===== src/rtl/exec_pkg.sv =====
// exec_pkg -- shared definitions for the exec_ctrl instruction controller.
//   opcode_t : instruction opcodes (A-E are undefined and retire as illegal)
//   state_t  : controller FSM states
//   *_MSB/*_LSB : bit positions of the instruction fields
//   Helpers classify opcodes by their side effects.
package exec_pkg;

  localparam int OPC_MSB = 15;
  localparam int OPC_LSB = 12;
  localparam int RD_MSB  = 11;
  localparam int RD_LSB  = 8;
  localparam int RS1_MSB = 7;
  localparam int RS1_LSB = 4;
  localparam int RS2_MSB = 3;
  localparam int RS2_LSB = 0;
  localparam int IMM_MSB = 7;
  localparam int IMM_LSB = 0;

  typedef enum logic [3:0] {
    OP_NOP  = 4'h0,
    OP_ADD  = 4'h1,
    OP_SUB  = 4'h2,
    OP_AND  = 4'h3,
    OP_OR   = 4'h4,
    OP_XOR  = 4'h5,
    OP_MOV  = 4'h6,
    OP_LDI  = 4'h7,
    OP_SHL  = 4'h8,
    OP_SHR  = 4'h9,
    OP_HALT = 4'hF
  } opcode_t;

  typedef enum logic [2:0] {
    ST_IDLE,
    ST_DECODE,
    ST_EXEC,
    ST_WB,
    ST_HALT
  } state_t;

  // Opcodes whose result updates flag_z / flag_c.
  function automatic logic sets_flags(input opcode_t op);
    case (op)
      OP_ADD, OP_SUB, OP_AND, OP_OR, OP_XOR, OP_SHL, OP_SHR: return 1'b1;
      default: return 1'b0;
    endcase
  endfunction

  // Opcodes that write rd in the write-back cycle.
  function automatic logic writes_rd(input opcode_t op);
    case (op)
      OP_ADD, OP_SUB, OP_AND, OP_OR, OP_XOR,
      OP_MOV, OP_LDI, OP_SHL, OP_SHR: return 1'b1;
      default: return 1'b0;
    endcase
  endfunction

  function automatic logic is_illegal(input logic [3:0] op);
    return (op >= 4'hA) && (op <= 4'hE);
  endfunction

endpackage


===== src/rtl/exec_alu.sv =====
// exec_alu -- purely combinational ALU for exec_ctrl.
//   op     : opcode of the instruction being executed
//   a, b   : register operands (rs1, rs2)
//   imm    : 8-bit immediate, zero-extended for LDI
//   result : DW-bit result, wrapping modulo 2^DW
//   carry  : carry-out (ADD), borrow (SUB), shifted-out bit (SHL/SHR), else 0
module exec_alu
  import exec_pkg::*;
#(
  parameter int DW = 16
) (
  input  opcode_t         op,
  input  logic [DW-1:0]   a,
  input  logic [DW-1:0]   b,
  input  logic [7:0]      imm,
  output logic [DW-1:0]   result,
  output logic            carry
);

  // One extra bit so the carry/borrow falls out of the sum directly.
  logic [DW:0] sum;

  always_comb begin
    sum    = '0;
    result = '0;
    carry  = 1'b0;
    case (op)
      OP_ADD: begin
        sum    = {1'b0, a} + {1'b0, b};
        result = sum[DW-1:0];
        carry  = sum[DW];
      end
      OP_SUB: begin
        // Top bit of the widened difference is set exactly when a < b.
        sum    = {1'b0, a} - {1'b0, b};
        result = sum[DW-1:0];
        carry  = sum[DW];
      end
      OP_AND: result = a & b;
      OP_OR:  result = a | b;
      OP_XOR: result = a ^ b;
      OP_MOV: result = a;
      OP_LDI: result = {{(DW-8){1'b0}}, imm};
      OP_SHL: begin
        result = {a[DW-2:0], 1'b0};
        carry  = a[DW-1];
      end
      OP_SHR: begin
        result = {1'b0, a[DW-1:1]};
        carry  = a[0];
      end
      default: ;
    endcase
  end

endmodule


===== src/rtl/exec_ctrl.sv =====
// exec_ctrl -- multi-cycle instruction controller driving an external
// register file (IDLE -> DECODE -> EXEC -> WB, or EXEC -> HALT).
//   clk, rst (async, active low)
//   instr/instr_valid/instr_ready : instruction handshake
//   clr                           : clear request (honoured in IDLE or HALT)
//   rf_rst                        : one-cycle clear strobe to the register file
//   rf_we/rf_addr_wr/rf_data_in   : register-file write port
//   rf_addr_rd1/2, rf_data_out1/2 : register-file read ports (combinational data)
//   done/illegal                  : retire pulse, plus undefined-opcode marker
//   halted/flag_z/flag_c          : status
module exec_ctrl
  import exec_pkg::*;
#(
  parameter int DW = 16,
  parameter int AW = 4
) (
  input  logic          clk,
  input  logic          rst,
  input  logic [DW-1:0] instr,
  input  logic          instr_valid,
  output logic          instr_ready,
  input  logic          clr,
  output logic          rf_rst,
  output logic          rf_we,
  output logic [AW-1:0] rf_addr_wr,
  output logic [DW-1:0] rf_data_in,
  output logic [AW-1:0] rf_addr_rd1,
  output logic [AW-1:0] rf_addr_rd2,
  input  logic [DW-1:0] rf_data_out1,
  input  logic [DW-1:0] rf_data_out2,
  output logic          done,
  output logic          illegal,
  output logic          halted,
  output logic          flag_z,
  output logic          flag_c
);

  state_t        state_reg, state_next;
  logic [DW-1:0] instr_reg;
  logic [DW-1:0] result_reg;
  logic          flag_z_reg, flag_c_reg;
  logic          halt_entry_reg;   // first cycle in HALT, carries the done pulse

  logic [3:0]    op_bits;
  opcode_t       op;
  logic [DW-1:0] alu_result;
  logic          alu_carry;
  logic          accept;

  assign op_bits = instr_reg[OPC_MSB:OPC_LSB];
  assign op      = opcode_t'(op_bits);
  assign accept  = instr_valid && instr_ready;

  // Addresses come straight from the latched instruction, so they are stable
  // from DECODE through EXEC; rd is only written back in WB, which is why an
  // instruction reading its own destination sees the old value.
  assign rf_addr_rd1 = AW'(instr_reg[RS1_MSB:RS1_LSB]);
  assign rf_addr_rd2 = AW'(instr_reg[RS2_MSB:RS2_LSB]);
  assign rf_addr_wr  = AW'(instr_reg[RD_MSB:RD_LSB]);
  assign rf_data_in  = result_reg;
  assign flag_z      = flag_z_reg;
  assign flag_c      = flag_c_reg;

  exec_alu #(.DW(DW)) u_alu (
    .op     (op),
    .a      (rf_data_out1),
    .b      (rf_data_out2),
    .imm    (instr_reg[IMM_MSB:IMM_LSB]),
    .result (alu_result),
    .carry  (alu_carry)
  );

  always_ff @(posedge clk or negedge rst) begin
    if (!rst) begin
      state_reg      <= ST_IDLE;
      instr_reg      <= '0;
      result_reg     <= '0;
      flag_z_reg     <= 1'b0;
      flag_c_reg     <= 1'b0;
      halt_entry_reg <= 1'b0;
    end else begin
      state_reg      <= state_next;
      halt_entry_reg <= (state_reg == ST_EXEC) && (op == OP_HALT);
      if (accept) begin
        instr_reg <= instr;
      end
      if (state_reg == ST_EXEC) begin
        result_reg <= alu_result;
        if (sets_flags(op)) begin
          flag_z_reg <= (alu_result == '0);
          flag_c_reg <= alu_carry;
        end
      end
      // rf_rst is only raised for a clr honoured in IDLE/HALT, never in EXEC,
      // so this cannot collide with the flag update above.
      if (rf_rst) begin
        flag_z_reg <= 1'b0;
        flag_c_reg <= 1'b0;
      end
    end
  end

  always_comb begin
    state_next  = state_reg;
    instr_ready = 1'b0;
    rf_rst      = 1'b0;
    rf_we       = 1'b0;
    done        = 1'b0;
    illegal     = 1'b0;
    halted      = 1'b0;
    case (state_reg)
      ST_IDLE: begin
        // rst gating keeps both strobes low while the controller is held in reset.
        instr_ready = rst && !clr;
        if (clr) begin
          rf_rst = rst;
        end else if (instr_valid) begin
          state_next = ST_DECODE;
        end
      end
      ST_DECODE: state_next = ST_EXEC;
      ST_EXEC:   state_next = (op == OP_HALT) ? ST_HALT : ST_WB;
      ST_WB: begin
        rf_we      = writes_rd(op);
        done       = 1'b1;
        illegal    = is_illegal(op_bits);
        state_next = ST_IDLE;
      end
      ST_HALT: begin
        halted = 1'b1;
        done   = halt_entry_reg;
        if (clr) begin
          rf_rst     = rst;
          state_next = ST_IDLE;
        end
      end
      default: state_next = ST_IDLE;
    endcase
  end

endmodule


===== config.mk =====
export PLATFORM = sky130hd
export DESIGN_NAME = exec_ctrl
export DESIGN_NICKNAME = d
export VERILOG_FILES = /design/src/rtl/exec_pkg.sv /design/src/rtl/exec_alu.sv /design/src/rtl/exec_ctrl.sv
export SDC_FILE = /design/constraint.sdc
export NUM_CORES = 1
export LEC_CHECK = 0
export ABC_AREA = 0
export CAP_MARGIN = 20
export CORE_ASPECT_RATIO = 0.75
export CORE_MARGIN = 5
export CORE_UTILIZATION = 36
export CTS_CLUSTER_SIZE = 24
export DETAILED_ROUTE_END_ITERATION = 10
export PLACE_DENSITY = 0.64
export RECOVER_POWER = 25
export SLEW_MARGIN = 20
export SYNTH_ARGS = -nofsm -noshare
export SYNTH_HDL_FRONTEND = slang
export SYNTH_SLANG_ARGS = --single-unit
export TNS_END_PERCENT = 20

===== constraint.sdc =====
create_clock -name clk -period 2.8 [get_ports clk]
set_input_delay 0.84 -clock clk [delete_from_list [all_inputs] [get_ports clk]]
set_output_delay 0.84 -clock clk [all_outputs]
set_load 0.02 [all_outputs]

# Word level (Yosys, flattened, before mapping)

Memories as Yosys holds them, arrays and structs flattened.
Cells that the tools add are included.
Widths: inputs -> output; s select.

Flip-flop bits (word level): 38
Bits in read-only memories: 16
Memories kept: 1

Memories:

| memory          | depth | width | rd ports | clocked after memory_dff | write ports | RTL line       | RTL |
|---|---|---|---|---|---|---|---|
| (no name shown) | 16    | 1     | 1        | 0                        | 0           | exec_pkg.sv:51 | `case (op)` |

$add $sub $neg: 2
Magnitude comparators: 2
Equality and inequality tests: 17
Muxes and demuxes: 22
Bitwise operators: 3
Reduce and logical (&&, ||, !) cells: 13

Operators by type and width:

| operator           | count |
|---|---|
| $pmux 16 s9        | 1 |
| $add 16x16->17     | 1 |
| $sub 16x16->17     | 1 |
| $and 16x16->16     | 1 |
| $eq 4x3->1 const B | 4 |
| $logic_not 16->1   | 1 |
| $or 16x16->16      | 1 |
| $xor 16x16->16     | 1 |
| $mux 1             | 14 |
| $eq 4x4->1 const B | 3 |
| $mux 3             | 4 |
| $pmux 3 s4         | 1 |
| $eq 4x2->1 const B | 2 |
| $reduce_or 7->1    | 1 |
| $eq 3x2->1 const B | 2 |
| $ne 2x2->1 const B | 3 |
| $eq 4x1->1 const B | 1 |
| $ge 4x4->1 const B | 1 |
| $le 4x4->1 const B | 1 |
| $logic_and 1x1->1  | 4 |
| $pmux 1 s4         | 1 |
| $reduce_bool 2->1  | 2 |
| $eq 3x1->1 const B | 1 |
| $eq 3x3->1 const B | 1 |
| 6 further kinds    | 6 |

# Longest topological paths before layout

Gate-level depths: netlist of the first run.

Depth in word-level cells: 7
Gate-level depth with buffers: 12

# By module

From an unflattened synthesis of the first run, not the netlist that was laid out.

Cells, all modules: 573
Area total of the unflattened synthesis: 4722.0 um^2

By module, submodules not included:

| module    | instances | cells an instance | area an instance (um^2) | sequential area each (um^2) |
|---|---|---|---|---|
| exec_alu  | 1         | 453               | 3074.2                  | 0.0 |
| exec_ctrl | 1         | 120               | 1647.8                  | 950.9 |

# Least setup slack after synthesis of the first run

No wires, ideal clock.

Path kind: input-to-reg
From: input rf_data_out1[0]
To: register flag_z_reg (netlist: flag_z)
Setup time: 76 ps
Arrival: 3170 ps
Required time: 2724 ps
Setup slack: -446 ps
Stages: 11
Cell sequence: ha_1 -> fa_1 -> a211oi_2 -> o21bai_4 -> a31o_1 -> a311oi_2 -> a211oi_1 -> nor4_2 -> nand4_1 -> or3_1 -> o21ai_1

Cells in the longest elaborated chain, start to end: 6
Elaborated cells on any way between the ends: 10

Ends and longest elaborated chain:

| what                                   | RTL line        | RTL |
|---|---|---|
| start, declared                        | exec_ctrl.sv:29 | `input logic [DW-1:0] rf_data_out1,` |
| $sub 16x16->17 (tied with other cells) | exec_alu.sv:35  | `sum = {1'b0, a} - {1'b0, b};` |
| $pmux 16 s9 (*)                        | exec_alu.sv:27  | `case (op)` |
| $logic_not 16->1 (*)                   | exec_ctrl.sv:90 | `flag_z_reg <= (alu_result == '0);` |
| $mux 1 (*)                             | exec_ctrl.sv:89 | `if (sets_flags(op)) begin` |
| $mux 1 (*)                             | exec_ctrl.sv:87 | `if (state_reg == ST_EXEC) begin` |
| $mux 1 (*)                             | exec_ctrl.sv:96 | `if (rf_rst) begin` |
| end signal, assigned                   | exec_ctrl.sv:90 |  |
| end, declared                          | exec_ctrl.sv:41 | `logic flag_z_reg, flag_c_reg;` |

Mark *: on every way between the ends. The rest lies on a longest branch, timed or not. The select of a mux whose other input is x is not followed.
A chain may end at the register's enable or synchronous reset.

# Final worst setup path of the first run

From: input rf_data_out2[9]
To: register flag_z_reg (netlist: flag_z)

Cells in the longest elaborated chain, start to end: 6
Elaborated cells on any way between the ends: 10

Ends and longest elaborated chain:

| what                                   | RTL line        | RTL |
|---|---|---|
| start, declared                        | exec_ctrl.sv:30 | `input logic [DW-1:0] rf_data_out2,` |
| $sub 16x16->17 (tied with other cells) | exec_alu.sv:35  |  |
| $pmux 16 s9 (*)                        | exec_alu.sv:27  |  |
| $logic_not 16->1 (*)                   | exec_ctrl.sv:90 |  |
| $mux 1 (*)                             | exec_ctrl.sv:89 |  |
| $mux 1 (*)                             | exec_ctrl.sv:87 |  |
| $mux 1 (*)                             | exec_ctrl.sv:96 |  |

Marked as above.

==> metrics.cfg, run 1 <==
[placed_design]
routabilityCongestion = 0.9525
dp.final_hpwl_um = 16100
io_buffers = 87

[die]
die_x_um = 144.4
start_util = 0.3709
die_y_um = 110.8
dieArea_mm2 = 0.01600
rows = 36
core-area_mm2 = 0.01315
num_io_pins = 88

[route]
detail-route-antenna-nets = 0
drt-vias-per-instance = 5.647
drc = 0
wirelength_um = 20650
detail_route.iter0.violations = 719
dr.pass1.iters = 5
wire_per_inst_um = 19.99
via_count = 5833

[sta]
period_needed_ns = 3.214
tightest_slew_ns = 0.9782
final.setup.tns_ns = -2.172
finalSetupViolCount = 8
hold_viol = 0
fmaxAchievable_mhz = 311.2
hold_ws_ns = 0.4790
rsz0062_at_grt = yes
fin_worst_skew_ns = 0.003028
fin_crit_sh = 1.148
report.final.slew_viol_count = 0
timing.slew.headroom = 0.3478
layout_setup_ws_ns = -0.4137

[power]
power_frac_comb = 0.716
p_clk_frac = 0.121
p_int_uw = 3517
seqPwrFrac = 0.162
power.switching_uw = 2714
power_density_mw_per_mm2 = 757.4
peakVddDrop_uv = 619.5
total_power_uw = 6231
power.leakage_uw = 0.003616
power.share.switching = 0.4356

[setup_path]
critPathLaunch = rf_data_out2[9]
crit_path_frequent_cell = buf_4
slowest_delay_ns = 0.41
crit_chain = dlygate4sd2_1 -> inv_2 -> ha_4 -> buf_4 -> a2111o_1 -> a41oi_2 -> o21ai_2 -> buf_4 -> nor4b_4 -> nor4_4 -> nand4_1 -> or3_1 -> o21ai_1
worstPathMaxFanout = 6
end_kind = flop
crit-reg2reg-launch = instr_reg[14]
critical_path_arrival_ns = 3.42
crit_required_ns = 3.01
cp-start-kind = input pin
criticalPathCategory = input pin to flop
cp_slowest_cell = a2111o_1

[logic_synthesis]
synth_area_leader_cell = dfrtp_1
seq_area_frac_synth = 0.1949
synth_seq_cells = 38
synth_cells = 603
ys_types = 92
syn_nets = 705
synth_top_area_frac = 0.1949
avgSynthCellArea_um2 = 8.090
synth_edf_count = 0
synth-async-reset-ratio = 1.000
syn_area_mm2 = 0.004878
yosys_warnings = 0
ys.flop_type = dfrtp_1
synth.area.top_cells = dfrtp_1, ha_1, mux2_2

[cts]
clkTransAtPathRegs_ns = 0.06
root_buffer = clkbuf_16
htree_num_levels = 2
cts_buffer_depth = 2
numClockSinks = 38
cts_inserted_buffers = 5
cts_tree = yes
postCtsHoldBufs = 0
clk_latency_ns = 0.28

[layout]
layout-drive-gt1-share = 0.4594
diodes = 0
nNetsFinal = 963
layout_commonest_cell = buf_4
area_growth_pct = 68.63
filler_cell_count = 1172
final_cell_mix = buf_4, clkdlybuf4s50_1, nand2_1, nor2_1, dfrtp_1

[job]
cap_violations = 0

[run_status]
status = finished with violations
violations = setup timing

[global_routing]
grt_start_max_net_pins = 39
grt_pass1_wl_um = 32470
grt_pass1_vias = 5941
antenna_found_initial = 0
grt_util_all_layers = 0.2525
grt_overflow = 0

[worst_hold_path]
hold_class = flop to flop
hold_start = rf_data_in[15]

-- critical path: cells and delay by family --
kind,cells,cell delay (ns)
AND/OR/NAND/NOR,4,0.83
buffers and inverters,4,0.58
AO/OA/AOI/OAI,4,0.90
adder cells (fa/ha/maj),1,0.27
-- what timing repair did --
| action | in CTS | in global routing |
|---|---|---|
| gates resized for setup | 192 | 46 |
| setup endpoints to repair | 21 | 15 |
| pin swaps | 49 | 42 |
| buffers inserted | 17 | 6 |
-- cells by family after synthesis --
logic type / after synthesis / share of synthesized area
adders and majority gates: 50 / 0.1313
buffers and inverters: 102 / 0.1021
AOI/OAI and AO/OA: 191 / 0.2906
and+or+nand+nor: 202 / 0.2362
xor gates and xnor gates: 2 / 0.003591
DFF: 38 / 0.1949
muxes: 18 / 0.04129
-- cell usage after synthesis (8+ instances only) --
cell       n
a21oi_1   33
a221oi_1   9
a22oi_1   15
buf_2     16
buf_4     16
clkbuf_1  16
dfrtp_1   38
ha_1      48
inv_1     47
mux2_2    17
nand2_1   50
nand2b_1   8
nand3_1   13
nor2_1    40
nor2b_1   10
nor3_1    18
nor4_1     8
o211ai_1   8
o21ai_0   31
-- final timing paths --
check / end / slack, ns / depth (start not counted)
worst min register to register: rf_data_in[15] / 0.48 / 2
worst max register to register: rf_data_in[9] / -0.11 / 11
worst min-delay path: rf_data_in[15] / 0.48 / 2
max in group asynchronous: instr_reg[15] / 1.28 / 2
worst max-delay path: flag_z / -0.41 / 13
min in group asynchronous: state_reg[2] / 0.86 / 2
-- metrics by stage --
stage,worst slack (ns),instance area [um2],instances,utilization
2_1_floorplan,-0.4084,4906,603,-
3_3_place_gp,-1.345,7181,1003,0.5459
3_5_place_dp,-1.433,7181,1003,0.5459
4_1_cts,-0.4324,8066,1027,0.6133
5_1_grt,-0.5495,8227,1033,0.6255
6_report,-0.4137,8227,1033,0.6255
-- power by group through the flow --
stage	Clock [uW]	Sequential (uW)	Combinational [uW]
floorplan	0	1050	2160
global placement	0	997	4020
detailed placement	0	1010	4050
CTS	766	1010	4290
global route	798	1050	4770
finish	756	1010	4460
-- per-layer routing --
layer	vias up	routed length, um	global-route usage
met5	-	0	0
met4	0	360	0.04351
met3	30	1364	0.04010
met2	237	9190	0.3912
met1	2809	9729	0.3724
li1	2757	-	-
-- area by class of cell --
type                            instances  area (um2)  area share
Inverter                               47       176.4     0.02144
Clock inverter                          2       60.06    0.007300
Multi-Input combinational cell        463        4094      0.4976
Timing Repair Buffer                  306        2591      0.3150
Clock buffer                            6       138.9     0.01688
Tap cell                              171       214.0     0.02601
Sequential cell                        38       952.2      0.1157
(Power assumes the default switching activity.)
==> inputs of run 2 (changes only) <==
--- a/config.mk
+++ b/config.mk
@@ -5,7 +5,6 @@
 export SDC_FILE = /design/constraint.sdc
 export NUM_CORES = 1
 export LEC_CHECK = 0
-export ABC_AREA = 0
 export CAP_MARGIN = 20
 export CORE_ASPECT_RATIO = 0.75
 export CORE_MARGIN = 5
==> results of run 2 <==
The final DEF is identical to that of run 1; final timing and power are the same.
==> inputs of run 3 (changes only) <==
--- a/config.mk
+++ b/config.mk
@@ -11,10 +11,11 @@
 export CORE_UTILIZATION = 36
 export CTS_CLUSTER_SIZE = 24
 export DETAILED_ROUTE_END_ITERATION = 10
-export PLACE_DENSITY = 0.64
+export PLACE_DENSITY = 0.65
 export RECOVER_POWER = 25
 export SLEW_MARGIN = 20
 export SYNTH_ARGS = -nofsm -noshare
 export SYNTH_HDL_FRONTEND = slang
+export SYNTH_HIERARCHICAL = 1
 export SYNTH_SLANG_ARGS = --single-unit
 export TNS_END_PERCENT = 20
==> metrics.cfg, run 3 <==
[logic_synthesis]
synth_seq_cells = 38
ys.flop_type = dfrtp_1
seq_area_frac_synth = 0.2014
synth-async-reset-ratio = 1.000
syn_area_mm2 = 0.004722
synth_edf_count = 0
syn_nets = 676
avgSynthCellArea_um2 = 8.241
ys_types = 77
yosys_warnings = 6
synth.area.top_cells = dfrtp_1, ha_1, mux2_1
yosysMostFrequentCell = ha_1
synth_cells = 573
synth_top_area_frac = 0.2014
synth_area_leader_cell = dfrtp_1
synth_common_cells = ha_1, inv_1, dfrtp_1, nor2_1, nand2_1

[placed_design]
routabilityCongestion = 0.9036
pre_cts_ws_ns = -1.522
dp.final_hpwl_um = 15860
io_buffers = 87
dp.cells = 976

[layout]
area_growth_pct = 75.09
filler_cell_count = 1019
final_cell_mix = buf_4, clkdlybuf4s50_1, dfrtp_1, nor2_1, nand2_1
layout_commonest_cell = buf_4
multi_input_area_mm2 = 0.004116
layout-drive-gt1-share = 0.4396
nNetsFinal = 946
diodes = 0
seqCellArea_um2 = 950.9
fin_cells = 1015

[sta]
rsz0062_at_grt = yes
tightest_slew_ns = 0.9393
fin_crit_sh = 1.205
layout_setup_ws_ns = -0.5741
hold_viol = 0
finalSetupViolCount = 14
period_needed_ns = 3.374
fmaxAchievable_mhz = 296.4
timing.slew.headroom = 0.3738
hold_ws_ns = 0.4870
fin_worst_skew_ns = 0.004949
report.final.slew_viol_count = 0

[global_routing]
grt_overflow = 0
grt_util_all_layers = 0.2615
antenna_found_initial = 0
grt_pass1_wl_um = 32120
grt_start_max_net_pins = 39
grt_pass1_vias = 5995

[setup_path]
crit_chain = buf_6 -> buf_6 -> ha_4 -> fa_2 -> a211oi_4 -> o21bai_1 -> a21oi_2 -> nor2_1 -> a211oi_1 -> o21ai_1 -> nor4_1 -> buf_4 -> and4_1 -> mux2i_1 -> nor2_1
r2r_setup_slack_ns = -0.11
critical_path_arrival_ns = 3.59
criticalPathCategory = input pin to flop
cp_slowest_cell = fa_2
cp-start-kind = input pin
slowest_delay_ns = 0.38
crit_family = compound AO/OA/AOI/OAI gates
reg2reg_depth = 11
cp.buffers_inverters = 3
cp.depth = 15
worstPathMaxFanout = 3
end_kind = flop
crit_required_ns = 3.02

[die]
die_y_um = 109.2
die_x_um = 142.2
core-area_mm2 = 0.01293
num_io_pins = 88
rows = 36
dieArea_mm2 = 0.01553
start_util = 0.3653

[route]
dr.pass1.iters = 5
detail_route.iter0.violations = 687
via_count = 5960
wire_per_inst_um = 20.76
drc = 0
drt-vias-per-instance = 5.872
detail-route-antenna-nets = 0
wirelength_um = 21080

[power]
power_density_mw_per_mm2 = 803.9
total_power_uw = 6647
power.leakage_uw = 0.003625
peakVddDrop_uv = 512.7

[cts]
cts_tree = yes
clkTransAtPathRegs_ns = 0.06
numClockSinks = 38
root_buffer = clkbuf_16
cts_inserted_buffers = 5
clk_latency_ns = 0.28
cts_buffer_depth = 2
htree_num_levels = 2

[run_status]
violations = setup timing
status = finished with violations

[worst_hold_path]
hold_class = flop to flop
whs_path_depth = 1

[job]
cap_violations = 0

-- run 3: per-layer routing --
| metal | vias to the layer above | wire length (um) | part of all wire | track usage |
|---|---|---|---|---|
| li1 | 2683 | - | - | - |
| met1 | 2923 | 9392 | 0.45 | 0.3638 |
| met2 | 296 | 9608 | 0.46 | 0.4296 |
| met3 | 58 | 1574 | 0.075 | 0.03902 |
| met4 | 0 | 501 | 0.024 | 0.05890 |
| met5 | - | 0 | 0 | 0 |
-- run 3: cell type report --
| class | count | area share |
|---|---|---|
| well taps | 171 | 0.02588 |
| flip-flops and latches | 38 | 0.1150 |
| inverters | 48 | 0.02270 |
| clock inverters | 3 | 0.008323 |
| clock buffers | 5 | 0.01513 |
| multi-input cells | 443 | 0.4979 |
| repair buffers | 307 | 0.3151 |
-- run 3: kinds of logic (layout without fill, tap and decap cells) --
kind of cell | count (synthesis) | count (layout) | share of synthesized area
and+or+nand+nor | 161 | 161 | 0.1855
muxes | 40 | 40 | 0.09380
adders and majority gates | 52 | 52 | 0.1404
buffers and inverters | 92 | 363 | 0.09088
AOI/OAI and AO/OA | 190 | 190 | 0.2880
DFF | 38 | 38 | 0.2014
-- run 3: worst paths after layout --
path	end	startpoint
max reg2reg	flag_z	instr_reg[12]
min in group asynchronous	state_reg[1]	rst
max in group asynchronous	rf_data_in[0]	rst
min reg2reg	rf_data_in[12]	rf_data_in[12]
min	rf_data_in[12]	rf_data_in[12]
max	flag_z	rf_data_out1[0]
-- run 3: stage by stage --
| stage | area, um2 | utilization | TNS (ns) |
|---|---|---|---|
| after floorplan | 4820 | - | -0.6558 |
| after global placement | 7111 | 0.5500 | -15.86 |
| after detailed placement | 7111 | 0.5500 | -16.35 |
| after CTS | 8099 | 0.6265 | -3.849 |
| after global routing | 8268 | 0.6396 | -5.333 |
| final | 8268 | 0.6396 | -4.192 |
-- run 3: repair_timing --
item / CTS / global route
resized for setup: 221 / 33
buffers inserted: 28 / 4
endpoints found under the setup margin: 21 / 18
hold buffers: 0 / 0
pin swaps: 52 / 29
-- run 3: power by group --
group,switching (uW),internal [uW],leakage (uW)
clock,229,512,0.0000940
sequential,276,802,0.000468
combinational,2450,2380,0.00306
total,2950,3690,0.00363
-- run 3: worst reg2reg max path, cell delays in order, from the launching register on --
cell and delay (ns):
dfrtp_1 0.73, buf_4 0.32, o21ai_0 0.14, a22oi_1 0.14, o21ai_0 0.09, a311oi_1 0.25
o311ai_1 0.23, nor4_1 0.41, buf_4 0.17, and4_1 0.18, mux2i_1 0.07, nor2_1 0.11
==> RTL change 1: new RTL, flow settings as in run 1 <==
Encoding of `state_t`: now Gray code (3 bits for 5 states).
--- a/src/rtl/exec_pkg.sv
+++ b/src/rtl/exec_pkg.sv
@@ -31,11 +31,11 @@
   } opcode_t;
 
   typedef enum logic [2:0] {
-    ST_IDLE,
-    ST_DECODE,
-    ST_EXEC,
-    ST_WB,
-    ST_HALT
+    ST_IDLE   = 3'b000,
+    ST_DECODE = 3'b001,
+    ST_EXEC   = 3'b011,
+    ST_WB     = 3'b010,
+    ST_HALT   = 3'b110
   } state_t;
 
   // Opcodes whose result updates flag_z / flag_c.
Function: no difference found for any inputs over 10 cycles, from zero or initial values and one cycle with rst low; not proved beyond that.
==> RTL change 1 against run 1 <==
The flow still finishes with violations (setup timing); first-iteration DRC count shrank 11%; synthesized area grew 0.59%; cell area grew 1.2%; core utilization shrank 0.97 points; sequential cell count is the same; routed wire length grew 2.4%; power grew 3.8%; setup slack lost 0.00085 ns; highest routed layer unchanged.
==> RTL change 1: results (changes against run 1) <==
Finish
  • Final #Nets: 974 (+1.1%)
  • Layout area overhead: 69.63%
  • Share of layout cells above drive strength 1: 45.70% (-0.24 points)
  • Fillers: 1176 (+0.34%)

STA
  • Least-Margin Pin Slew: 0.9524 ns (-0.02586 ns)
  • Fin worst setup slack: -0.4146 ns (-0.0008490 ns)
  • Setup violators final: 11 (+3)
  • Worst Clk Skew: 0.006865 ns (+0.003837 ns)

Routing
  • Via Count: 6043 (+3.6%)
  • Drt first pass iters: 7 (+2)
  • Final wirelength: 21.13 mm (+2.4%)
  • Routed WL per cell: 20.17 µm (+0.90%)

Yosys
  • Seq/Total Area, Yosys: 19.38% (-0.11 points)
  • Adder-Cell Fraction of Synth Area: 13.05% (-0.077 points)
  • Area contributors post-synth: dfrtp_1 19%, ha_1 12%, mux2_2 4.6%, a21oi_1 4.3%, inv_1 4.1%
  • Area fraction in compound gates after synthesis: 30.70% (+1.6 points)
  • Mux share of post-synthesis cell area: 7.292% (+3.2 points)
  • Synth cell count leaders: 53 x inv_1, 48 x ha_1, 42 x a21oi_1
  • Syn Area/Cell: 8.138 µm² (+0.59%)

Placement
  • Post-place setup slack: -1.602 ns (-0.1688 ns)
  • GP Congestion: 0.9297 (-2.4%)
  • Cells after DPL: 1006 (+0.30%)
  • Placement Cell Area: 7216 µm² (+0.49%)

Worst setup path
  • Critical path's largest stage delay: 0.38 ns (-0.03 ns)
  • Delay-heaviest family, CP: simple AND/OR/NAND/NOR gates
  • Slowest cell on the critical path: o41ai_4
  • Worst Path Arrival: 3.44 ns (+0.02 ns)

Hold path
  • WHS Path Cells: 1 (-1)
  • HP Class: reg -> reg

Status
  • Status: complete, but fails checks
  • Failing checks: setup timing

Global route
  • GR Util All Layers: 25.68% (+0.44 points)
  • Vias in the first global route: 6050 (+1.8%)

Power and ir drop
  • Lkg Pwr: 3.753 nW (+3.8%)
  • Peak supply drop: 498.9 µV (-19%)
[RTL change 1: changes by cell type after synthesis, sizes merged, moves of 7 or more]
cell    change
clkbuf      +8
mux2i      +10
nand2      -10
a22oi       -7
a21oi       +9
nand3       -7
inv         +7
o21ai       -7
[RTL change 1: cells by family after synthesis]
group | Yosys count
AO/OA/AOI/OAI | 201
multiplexers | 32
AND/OR/NAND/NOR | 165
buffers and inverters | 113
flip-flops | 38
adder cells (fa/ha/maj) | 50
XOR/XNOR | 4
[RTL change 1: layout make-up]
class	count	share of cell area [%]
repair buffers	320	32.11
inverters	55	2.660
clock inverters	1	0.06012
flip-flops and latches	38	11.44
clock buffers	7	1.714
well taps	175	2.630
multi-input cells	452	49.39
[RTL change 1: layer usage]
layer / vias to the layer above / global-route usage, % / share of wire [%]
met2: 293 / 40.63 / 46
met5: - / 0 / 0
met4: 0 / 6.153 / 2.8
met1: 2907 / 36.93 / 44
met3: 59 / 3.191 / 7.4
li1: 2784 / - / -
[RTL change 1: timing repair]
action / in CTS / in global routing
buffers inserted: 29 / 5
resized for setup: 220 / 20
pin swaps: 66 / 26
hold buffers: 0 / 0
setup endpoints to repair: 22 / 14
endpoints found under the hold margin: 0 / 0
[RTL change 1: power breakdown]
part           switching, mW  leakage [nW]  internal, mW
Combinational           2.46          3.20          2.43
Clock                  0.214        0.0739         0.353
Sequential             0.219         0.475         0.788
[RTL change 1: worst paths after layout]
| path | startpoint | end | slack, ns |
|---|---|---|---|
| max | rf_data_out2[3] | flag_z | -0.41 |
| min | rf_data_in[1] | rf_data_in[1] | 0.48 |
| max reg2reg | instr_reg[14] | flag_z | -0.11 |
| min reg2reg | rf_data_in[1] | rf_data_in[1] | 0.48 |
| max in group asynchronous | rst | instr_reg[13] | 1.34 |
| min in group asynchronous | rst | rf_data_in[15] | 0.79 |
==> RTL change 2: new RTL, settings of run 1 <==
Made on the original files. Change the package constant `RD_MSB` from 11 to 10.
--- a/src/rtl/exec_pkg.sv
+++ b/src/rtl/exec_pkg.sv
@@ -7,7 +7,7 @@
 
   localparam int OPC_MSB = 15;
   localparam int OPC_LSB = 12;
-  localparam int RD_MSB  = 11;
+  localparam int RD_MSB  = 10;
   localparam int RD_LSB  = 8;
   localparam int RS1_MSB = 7;
   localparam int RS1_LSB = 4;
Formal check against the unedited RTL: not equivalent (Yosys sat finds a counterexample within 4 cycles, from zero or initial values and one cycle with rst low).
==> RTL change 2 against run 1 <==
The run still ends with setup timing left; sequential share of layout area fell by 0.16 points; setup slack lost 0.18 ns; power shrank 4.1%; synthesized area decreased by 1.9%; register-to-register slack improved by 0.04 ns; largest cell class unchanged; count of clock-buffer cells in the layout decreased by 1; die area shrank 1.8%; sequential cell count down 1; routed wire length down 2.6%; cell area fell by 1.4%; first-iteration DRC count decreased by 34%.
==> RTL change 2: results (changes against run 1) <==
Status
  • Failing checks: setup timing
  • Status: complete, but fails checks

Clocking
  • Longest Clk Path Bufs: 2 (unchanged)
  • H-tree levels: 2 (unchanged)
  • Root buffer cell: clkbuf_16
  • Reg clk slew, reported paths: 0.06 ns (about the same)
  • Worst skew pair latency: 0.28 ns (about the same)
  • Clock buffer count from CTS: 5 (unchanged)

Global route
  • GR Util All Layers: 25.34% (+0.090 points)
  • First-pass GRT wire length: 31.32 mm (-3.5%)
  • Vias in the first global route: 5909 (-0.54%)
  • Largest net degree at the start of global routing: 37 (-5.1%)
  • Initial antenna violation count: 0 (unchanged)

STA
  • Worst rel slew slack: 37.93% (+3.1 points)
  • Setup violators final: 9 (+1)
  • Worst Clk Skew: 0.004945 ns (+0.001917 ns)
  • Fin worst setup slack: -0.5902 ns (-0.1765 ns)

Routing
  • Final wirelength: 20.10 mm (-2.6%)
  • Drt first pass iters: 8 (+3)
  • Vias/cell: 5.619 (-0.48%)
  • DR iter-0 viols: 476 (-34%)
  • Routed WL per cell: 19.42 µm (-2.8%)

Yosys
  • Syn nets: 698 (-0.99%)
  • Most common cell in the netlist: nand2_1
  • Seq/Total Area, Yosys: 19.35% (-0.15 points)
  • Area contributors post-synth: dfrtp_1 19%, ha_1 13%, nand2_1 4.2%, mux2_2 3.8%, inv_1 3.5%
  • Async SR Flop Fraction: 100.0% (unchanged)
  • Ys Warns: 0 (unchanged)
  • Syn Inst Count: 596 (-1.2%)
  • Synth unique cells: 87 (-5.4%)
  • Synth cell count leaders: 53 x nand2_1, 48 x ha_1, 44 x inv_1

Finish
  • Fillers: 1123 (-4.2%)
  • Final #Nets: 965 (+0.21%)
  • N_diodes: 0 (unchanged)
  • Max reg flops: 16
  • Share of layout cells above drive strength 1: 45.72% (-0.22 points)

Power and ir drop
  • Peak supply drop: 573.3 µV (-7.5%)
  • Lkg Pwr: 3.649 nW (+0.93%)

Worst setup path
  • Critical path class: in -> reg
  • Cells on worst reg2reg path: 10 (-1)
  • CP Max Fanout: 4 (-2)
  • R2r setup slk: -0.07 ns (+0.04 ns)
  • Worst Path Arrival: 3.60 ns (+0.18 ns)
  • Worst setup startpoint: rf_data_out2[0]
  • Worst r2r src: instr_reg[15]
  • Reg2reg end: flag_z

Placement
  • Cells after DPL: 997 (-0.60%)
  • Port bufs: 85 (-2.3%)
  • GP Congestion: 1.018 (+6.9%)
  • HPWL Detailed: 15.90 mm (-1.2%)

Hold path
  • HP Class: in -> async
## RTL change 2: worst max-delay path: stages
cell and delay (ns):
buf_8 0.11, ha_4 0.16, fa_2 0.37, a211oi_4 0.32, buf_4 0.18, nor3_4 0.04, o21a_1 0.22, a41oi_2 0.16
nand3_1 0.09, o22a_1 0.21, a2111o_1 0.34, or4_1 0.41, o21ai_1 0.14
## RTL change 2: metal layers
metal  vias to the layer above  part of all wire (%)  wire length (µm)  GRT usage [%]
met1                      2761                    45              9009          34.84
met5                         -                     0                 0              0
met3                        45                   6.4              1295          3.087
li1                       2739                     -                 -              -
met2                       271                    46              9197          42.09
met4                         0                   3.0               599          6.920
## RTL change 2: stage by stage
stage                     hold slack [ns]  area (µm²)  setup TNS (ns)  utilization, %  worst slack [ns]
after floorplan                    0.4807        4816         -0.7343               -           -0.5041
after global placement             0.4663        7009          -14.76           53.84            -1.455
after detailed placement           0.4702        7009          -15.49           53.84            -1.480
after CTS                          0.3433        7988          -2.638           61.36           -0.5527
after global routing               0.3756        8112          -3.892           62.31           -0.6922
final                              0.3794        8112          -2.437           62.31           -0.5902
## RTL change 2: layout make-up
type	instances	share of cell area [%]
flip-flops and latches	37	11.41
well taps	171	2.638
clock buffers	5	1.542
repair buffers	310	32.13
multi-input cells	464	49.82
clock inverters	3	0.2776
inverters	45	2.175
## RTL change 2: power breakdown
part	total, mW	switching [mW]	internal (mW)
Clock	0.559	0.228	0.331
Combinational	4.43	2.22	2.20
Sequential	0.985	0.214	0.770
## RTL change 2: worst min-delay path by stage
stage / startpoint / to / cells past startpoint / slack, ns
floorplan: instr_reg[10] / instr_reg[10] / 1 / 0.48
global placement: rf_data_in[13] / rf_data_in[13] / 2 / 0.47
detailed placement: rf_data_in[10] / rf_data_in[10] / 2 / 0.47
CTS: rst / halt_entry_reg / 1 / 0.34
global route: rst / halt_entry_reg / 1 / 0.38
finish: rst / halt_entry_reg / 1 / 0.38
## RTL change 2: cells by family (layout without fill, tap and decap cells)
family	count (synthesis)	after routing	share of synthesized area [%]
adders and majority gates	50	50	13.39
muxes	21	21	4.810
other	1	1	0.07836
xor gates and xnor gates	3	3	0.5491
buffers and inverters	95	363	10.95
and+or+nand+nor	185	185	19.63
DFF	37	37	19.35
AOI/OAI and AO/OA	204	204	31.24
## RTL change 2: repair_timing
action	CTS	global route
gates resized for setup	222	35
pin swaps	57	26
endpoints found under the setup margin	20	17
buffers inserted	30	7
